`src/rtl/mem_rd_seq_if.sv`:
```
// ---------------------------------------------------------------------------
// mem_rd_seq_if
//
// This interface bundles the command handshake, the per-row memory read
// port and the skewed data output of mem_rd_seq. The clock and the reset
// are kept outside the bundle.
//
// Signals:
//   cmd_valid  : command request
//   cmd_ready  : the sequencer can accept a command (IDLE only)
//   cmd_base   : start address of the burst
//   cmd_len    : words per row minus one
//   rd_en      : per-row read enable to the memory array
//   rd_addr    : per-row read address
//   rd_data    : per-row read data (1-cycle memory latency)
//   out_valid  : per-row data valid toward the systolic array
//   out_data   : per-row skewed data
//   busy       : the sequencer is not IDLE
//   done       : one-cycle completion pulse
//
// Modports:
//   slave  : the sequencer's view
//   master : the environment's view (command source plus memory array)
// ---------------------------------------------------------------------------
interface mem_rd_seq_if #(
    parameter int SYS_ROW    = 16,
    parameter int DATA_WIDTH = 16,
    parameter int ADDR_WIDTH = 8
);
    logic                  cmd_valid;
    logic                  cmd_ready;
    logic [ADDR_WIDTH-1:0] cmd_base;
    logic [ADDR_WIDTH-1:0] cmd_len;
    logic [SYS_ROW-1:0]    rd_en;
    logic [ADDR_WIDTH-1:0] rd_addr  [0:SYS_ROW-1];
    logic [DATA_WIDTH-1:0] rd_data  [0:SYS_ROW-1];
    logic [SYS_ROW-1:0]    out_valid;
    logic [DATA_WIDTH-1:0] out_data [0:SYS_ROW-1];
    logic                  busy;
    logic                  done;

    modport slave (
        input  cmd_valid, cmd_base, cmd_len, rd_data,
        output cmd_ready, rd_en, rd_addr, out_valid, out_data, busy, done
    );

    modport master (
        output cmd_valid, cmd_base, cmd_len, rd_data,
        input  cmd_ready, rd_en, rd_addr, out_valid, out_data, busy, done
    );
endinterface

```
`src/rtl/mem_rd_seq.sv`:
```
// ---------------------------------------------------------------------------
// mem_rd_seq
//
// This block is a skewed burst read sequencer that feeds a systolic array.
// Each accepted command (base, len) reads len+1 consecutive words from each
// of SYS_ROW memory rows. Row i starts i cycles after row 0. The read data
// comes back one cycle after the read. It is then presented on out_data[i]
// with out_valid[i] as the diagonal wavefront the array expects.
//
// Timeline (the accept cycle is cycle 0):
//   cycle 1        : RUN, t = 0
//   rd_en[i]       : cycles 1+i .. 1+i+len, rd_addr[i] = base + t - i
//   out_valid[i]   : cycles 2+i .. 2+i+len
//   cycle 1+R+len  : DRAIN, done pulse (R = SYS_ROW)
//   cycle 2+R+len  : IDLE, the next command can be accepted
//
// Ports:
//   clk  : rising-edge clock
//   rst  : synchronous active-high reset
//   bus  : mem_rd_seq_if.slave (command, memory read port, skewed output)
// ---------------------------------------------------------------------------
module mem_rd_seq #(
    parameter int SYS_ROW    = 16,
    parameter int DATA_WIDTH = 16,
    parameter int ADDR_WIDTH = 8
) (
    input  logic         clk,
    input  logic         rst,
    mem_rd_seq_if.slave  bus
);

    // The step counter must hold len + SYS_ROW - 1 for the largest len.
    // The row comparisons use i + len, so the counter needs the same range.
    localparam int CNT_W = $clog2((1 << ADDR_WIDTH) + SYS_ROW);

    typedef enum logic [1:0] {
        S_IDLE  = 2'd0,
        S_RUN   = 2'd1,
        S_DRAIN = 2'd2
    } state_t;

    state_t                r_state;
    state_t                w_state_nxt;
    logic [CNT_W-1:0]      r_t;
    logic [CNT_W-1:0]      w_t_nxt;
    logic [ADDR_WIDTH-1:0] r_base;
    logic [ADDR_WIDTH-1:0] r_len;
    logic [ADDR_WIDTH-1:0] w_base_nxt;
    logic [ADDR_WIDTH-1:0] w_len_nxt;
    logic [SYS_ROW-1:0]    r_rd_en;
    logic [SYS_ROW-1:0]    w_rd_en_nxt;
    logic [ADDR_WIDTH-1:0] r_rd_addr     [0:SYS_ROW-1];
    logic [ADDR_WIDTH-1:0] w_rd_addr_nxt [0:SYS_ROW-1];
    logic [SYS_ROW-1:0]    r_out_valid;
    logic [DATA_WIDTH-1:0] w_out_data    [0:SYS_ROW-1];
    logic                  w_cmd_ready;
    logic                  w_accept;
    logic                  w_last_step;

    // cmd_ready is gated by rst so that a command held during reset is
    // never accepted.
    assign w_cmd_ready = (r_state == S_IDLE) && !rst;
    assign w_accept    = bus.cmd_valid && w_cmd_ready;
    assign w_last_step = (r_t == (CNT_W'(r_len) + CNT_W'(SYS_ROW - 1)));

    // Next-state logic and next values for the command and step counter.
    always_comb begin
        w_state_nxt = r_state;
        w_t_nxt     = r_t;
        w_base_nxt  = r_base;
        w_len_nxt   = r_len;
        case (r_state)
            S_IDLE: begin
                if (w_accept) begin
                    w_state_nxt = S_RUN;
                    w_t_nxt     = '0;
                    w_base_nxt  = bus.cmd_base;
                    w_len_nxt   = bus.cmd_len;
                end
            end
            S_RUN: begin
                if (w_last_step) begin
                    w_state_nxt = S_DRAIN;
                end else begin
                    w_t_nxt = r_t + CNT_W'(1);
                end
            end
            S_DRAIN: begin
                w_state_nxt = S_IDLE;
            end
            default: begin
                w_state_nxt = S_IDLE;
            end
        endcase
    end

    // The read strobes are registered. They are computed from the
    // next-cycle step value, so rd_en[i] is high exactly while
    // i <= t <= i+len in the cycle where that t is current. The output
    // data is gated by out_valid.
    always_comb begin
        w_rd_en_nxt   = '0;
        w_rd_addr_nxt = '{default: '0};
        w_out_data    = '{default: '0};
        for (int unsigned i = 0; i < SYS_ROW; i++) begin
            w_rd_en_nxt[i] = (w_state_nxt == S_RUN)
                          && (w_t_nxt >= CNT_W'(i))
                          && (w_t_nxt <= (CNT_W'(i) + CNT_W'(w_len_nxt)));
            if (w_rd_en_nxt[i]) begin
                // The address wraps modulo 2^ADDR_WIDTH on purpose.
                w_rd_addr_nxt[i] = w_base_nxt + ADDR_WIDTH'(w_t_nxt) - ADDR_WIDTH'(i);
            end
            if (r_out_valid[i]) begin
                w_out_data[i] = bus.rd_data[i];
            end
        end
    end

    // A reset mid-burst clears out_valid as well. Data that returns from
    // reads already issued is therefore never marked valid.
    always_ff @(posedge clk) begin
        if (rst) begin
            r_state     <= S_IDLE;
            r_t         <= '0;
            r_base      <= '0;
            r_len       <= '0;
            r_rd_en     <= '0;
            r_rd_addr   <= '{default: '0};
            r_out_valid <= '0;
        end else begin
            r_state     <= w_state_nxt;
            r_t         <= w_t_nxt;
            r_base      <= w_base_nxt;
            r_len       <= w_len_nxt;
            r_rd_en     <= w_rd_en_nxt;
            r_rd_addr   <= w_rd_addr_nxt;
            r_out_valid <= r_rd_en;
        end
    end

    assign bus.cmd_ready = w_cmd_ready;
    assign bus.rd_en     = r_rd_en;
    assign bus.rd_addr   = r_rd_addr;
    assign bus.out_valid = r_out_valid;
    assign bus.out_data  = w_out_data;
    assign bus.busy      = (r_state != S_IDLE);
    assign bus.done      = (r_state == S_DRAIN);

endmodule

```
`src/flat_wrapper.sv`:
```
// flat-port wrapper written by rule: the top's interface ports become plain ports
module mem_rd_seq_flat 
#(
    parameter int SYS_ROW    = 16,
    parameter int DATA_WIDTH = 16,
    parameter int ADDR_WIDTH = 8
)
  (clk, rst, bus_cmd_valid, bus_cmd_base, bus_cmd_len, bus_rd_data, bus_cmd_ready, bus_rd_en, bus_rd_addr, bus_out_valid, bus_out_data, bus_busy, bus_done);
  mem_rd_seq_if #(.SYS_ROW(SYS_ROW), .DATA_WIDTH(DATA_WIDTH), .ADDR_WIDTH(ADDR_WIDTH)) bus_i ();
  input  logic clk;
  input  logic rst;
  input wire logic [$bits(bus_i.cmd_valid)-1:0] bus_cmd_valid;
  input wire logic [$bits(bus_i.cmd_base)-1:0] bus_cmd_base;
  input wire logic [$bits(bus_i.cmd_len)-1:0] bus_cmd_len;
  input wire logic [$bits(bus_i.rd_data)-1:0] bus_rd_data;
  output wire logic [$bits(bus_i.cmd_ready)-1:0] bus_cmd_ready;
  output wire logic [$bits(bus_i.rd_en)-1:0] bus_rd_en;
  output wire logic [$bits(bus_i.rd_addr)-1:0] bus_rd_addr;
  output wire logic [$bits(bus_i.out_valid)-1:0] bus_out_valid;
  output wire logic [$bits(bus_i.out_data)-1:0] bus_out_data;
  output wire logic [$bits(bus_i.busy)-1:0] bus_busy;
  output wire logic [$bits(bus_i.done)-1:0] bus_done;
  assign bus_i.cmd_valid = bus_cmd_valid;
  assign bus_i.cmd_base = bus_cmd_base;
  assign bus_i.cmd_len = bus_cmd_len;
  assign bus_i.rd_data = {>>{bus_rd_data}};
  assign bus_cmd_ready = bus_i.cmd_ready;
  assign bus_rd_en = bus_i.rd_en;
  assign bus_rd_addr = {>>{bus_i.rd_addr}};
  assign bus_out_valid = bus_i.out_valid;
  assign bus_out_data = {>>{bus_i.out_data}};
  assign bus_busy = bus_i.busy;
  assign bus_done = bus_i.done;
  mem_rd_seq #(.SYS_ROW(SYS_ROW), .DATA_WIDTH(DATA_WIDTH), .ADDR_WIDTH(ADDR_WIDTH)) u_core (.clk(clk), .rst(rst), .bus(bus_i));
endmodule
```
`config.mk`:
```
export PLATFORM = sky130hd
export DESIGN_NAME = mem_rd_seq_flat
export DESIGN_NICKNAME = d
export VERILOG_FILES = /design/src/rtl/mem_rd_seq_if.sv /design/src/rtl/mem_rd_seq.sv /design/src/flat_wrapper.sv
export SDC_FILE = /design/constraint.sdc
export NUM_CORES = 1
export LEC_CHECK = 0
export ABC_CLOCK_PERIOD_IN_PS = 11750
export CORE_AREA = 2 2 272 274
export DETAILED_ROUTE_END_ITERATION = 8
export DIE_AREA = 0 0 274 276
export PLACE_DENSITY_LB_ADDON = 0.15
export SYNTH_ARGS = -nofsm -noshare
export SYNTH_HDL_FRONTEND = slang
export SYNTH_SLANG_ARGS = --single-unit
```
`constraint.sdc`:
```
create_clock -name clk -period 11.75 [get_ports clk]
set_input_delay 1.175 -clock clk [delete_from_list [all_inputs] [get_ports clk]]
set_output_delay 1.175 -clock clk [all_outputs]
set_load 0.01 [all_outputs]
```
==> impl_results.md <==
* Avg WL per Cell at 31.4 um
* Maxcap violations at 0
* Gpl congestion at 1.07
* Final setup fails at 0
* Final WL at 101,000 um
* RSZ-0062 raised after global routing: false
* Lkg Pwr at 8.74 nW
* Total gr overflow at 0
* Initial antenna violation count at 48
* Syn Nets at 1,982
* Final #Nets at 2,644
* Worst path bufs/invs at 3
* Most used DFF post-synth: dfxtp_1
* Placed wire-length estimate at 87,200 um
* Critical path required time at 12.08 ns
* # fillers at 7,816
* Setup TNS Final at 0 ns
* First-pass GRT wire length at 132,000 um
* Largest net degree at the start of global routing at 37
* # rows at 99
* Hold bufs inserted after CTS at 0
* Cell breakdown of the critical path: inv_1 > ha_1 > or3b_1 > a32oi_1 > nor2_1 > a221oi_4 > nand2b_1 > mux2i_1 > inv_1 > fa_1 > o21a_1 > nor2_1 > a31oi_1 > xor2_4 > inv_1 > ha_1 > a2111oi_0 > xnor2_1 > nor2_1
* Slew @ Worst Pin at 1.13 ns
* CP max-delay cell: xor2_4
* Crit path max-delay family: compound AO/OA/AOI/OAI gates
* Setup Fix Bufs, Post-CTS at 0
* Core area at 72,600 um^2
* CP startpoint kind: flip-flop
* Post-CTS sizing at 0
* FMAX at 143 MHz
* Crit Path Class: flip-flop to flip-flop
* Post-Synthesis Cells at 1,564
* Status: completed
* Register Area at 3740 um^2
* Arrival @ worst endpoint at 7.30 ns
* Syn-to-layout area delta at 68.5%
* CTS tree: yes
* Worst-path clk slew at 0.08 ns
* Worst skew pair latency at 0.49 ns
* Total iterations of the first detailed-routing run at 5
* PD cells at 85.5 nW/um^2
* Mapped Area at 12,800 um^2
* Layout cells sized above 1 at 4.51%
* # DRC at 0
* Sequential share of the synthesized area at 29.2%
* Initial Util at 17.6%
* Async SR Flop Fraction at 0%
* H-tree depth at 4
* YS warnings at 0
* Via Count at 14.1k
* # port buffers at 693
* CTS root buf: clkbuf_16
* Final Skew at 0.0105 ns
* Iteration-0 DRC Markers at 886
* Io pins at 694
* Clk buf depth at 2
* HP Class: flip-flop to flip-flop
* Avg Cell Area, Syn at 8.18 um^2
* Worst ir drop on vdd at 0.121 mV
* Period utilization at 59.3%
* Max FO, Critical Path at 24
* DIE AREA at 75,600 um^2
* Fin. Hold Viols at 0
* Area of the multi-input gates at 8630 um^2
* Max-Slew Margin vs Limit at 24.3%
* Hold slack at 0.465 ns
* Routed Antenna Nets at 0
* CP Capture Type: flip-flop
* Worst path max stage delay at 0.77 ns
* Final core utilization at 29.7%
* Max-slew violation count at 0
* Num CTS Buffers at 17
* EDFF count, synth at 0
* Clock Sinks at 187
* Via density at 4.38
* Die height at 276 um
* #FFs+latches synth at 187
* Netlist cell types at 78
* Total GRT Usage at 26.0%
* Die width at 274 um
* Vias in the first global route at 14.1k
* Fin crit period at 6.97 ns
[path summary, 6_finish.rpt]
path	from	endpoint	slack (ns)	cells after the start
worst min-delay path	u_core.bus.rd_en[15]$_SDFF_PP0_	u_core.bus.out_valid[15]$_SDFF_PP0_	0.46	1
worst max register to register	u_core.r_len[0]$_SDFF_PP0_	u_core.bus.rd_addr[111]$_SDFF_PP0_	4.78	19
worst min register to register	u_core.bus.rd_en[15]$_SDFF_PP0_	u_core.bus.out_valid[15]$_SDFF_PP0_	0.46	1
worst max-delay path	u_core.r_len[0]$_SDFF_PP0_	u_core.bus.rd_addr[111]$_SDFF_PP0_	4.78	19
[flip-flops by register name (all words and copies together), names as in the netlist]
name / count
u_core.bus.rd_addr: 128
u_core.bus.out_valid: 16
u_core.bus.rd_en: 16
u_core.r_t: 9
u_core.r_base: 8
u_core.r_len: 8
u_core.r_state: 2
[kinds of logic (layout without fill, tap and decap cells)]
group | Yosys count | count (layout) | share of synthesized area (%)
and+or+nand+nor | 720 | 720 | 29.1
AOI/OAI and AO/OA | 200 | 200 | 10.8
DFF | 187 | 187 | 29.2
xor gates and xnor gates | 159 | 159 | 11.1
adders and majority gates | 149 | 149 | 14.5
buffers and inverters | 136 | 811 | 4.16
muxes | 13 | 13 | 1.04
other | 0 | 12 | 0
[per-layer routing]
metal	share of wire, %	GRT usage [%]	vias up
met3	5.9	4.72	93
met5	0	0	-
li1	-	-	6521
met2	49	44.2	561
met4	2.3	7.87	0
met1	43	33.1	6887
[layout by cell type (no fill, tap or decap), types with 14 or more instances in the layout]
master           netlist  routed
nand4_1               18      18
a21o_1                18      18
o21a_1                14      14
and2_1               261     261
nor2_1               197     192
buf_4                  1      27
nand2_1              104     104
dfxtp_1              187     187
ha_1                 142     142
a21oi_1               67      67
inv_1                 53      53
clkbuf_16              0      17
clkdlybuf4s50_1        0     692
nor2b_1               38      38
o21ai_0               25      25
xnor2_1              115     113
nand3_1               41      41
xor2_1                42      40
[layout make-up]
class	instances	share of cell area (%)
repair buffers	720	33.1
inverters	59	1.03
well taps	959	5.56
clock buffers	17	1.97
clock inverters	15	0.830
multi-input cells	1241	40.0
diodes	12	0.139
flip-flops and latches	187	17.4
[Yosys cell counts (18+ instances only)]
master / count / area [um^2]
nand2_1: 104 / 390
nor2b_1: 38 / 238
nor2_1: 197 / 739
inv_1: 53 / 199
xnor2_1: 115 / 1010
and2_1: 261 / 1630
a21oi_1: 67 / 335
nand3_1: 41 / 205
o21ai_0: 25 / 125
clkbuf_1: 59 / 221
xor2_1: 42 / 368
dfxtp_1: 187 / 3740
a21o_1: 18 / 135
ha_1: 142 / 1780
nand4_1: 18 / 113
[through the flow]
| stage | worst slack, ns | cells | area, um^2 | power [W] |
|---|---|---|---|---|
| 4_1_cts | 4.80 | 3198 | 21500 | 0.00187 |
| 2_1_floorplan | 5.68 | 1564 | 12800 | 0.000968 |
| 5_1_grt | 4.30 | 3205 | 21600 | 0.00193 |
| 3_5_place_dp | 4.77 | 3166 | 20900 | 0.00124 |
| 6_report | 4.78 | 3210 | 21600 | 0.00184 |
| 3_3_place_gp | 5.07 | 3166 | 20900 | 0.00124 |
[power by group]
part	total, W	switching (W)	internal [W]	leakage, nW
combinational	0.000567	0.000316	0.000251	6.94
sequential	0.000658	0.0000121	0.000646	1.51
clock	0.000619	0.000298	0.000321	0.288
total	0.00184	0.000626	0.00122	8.74
Note: power is estimated with default switching activity, not from simulation.
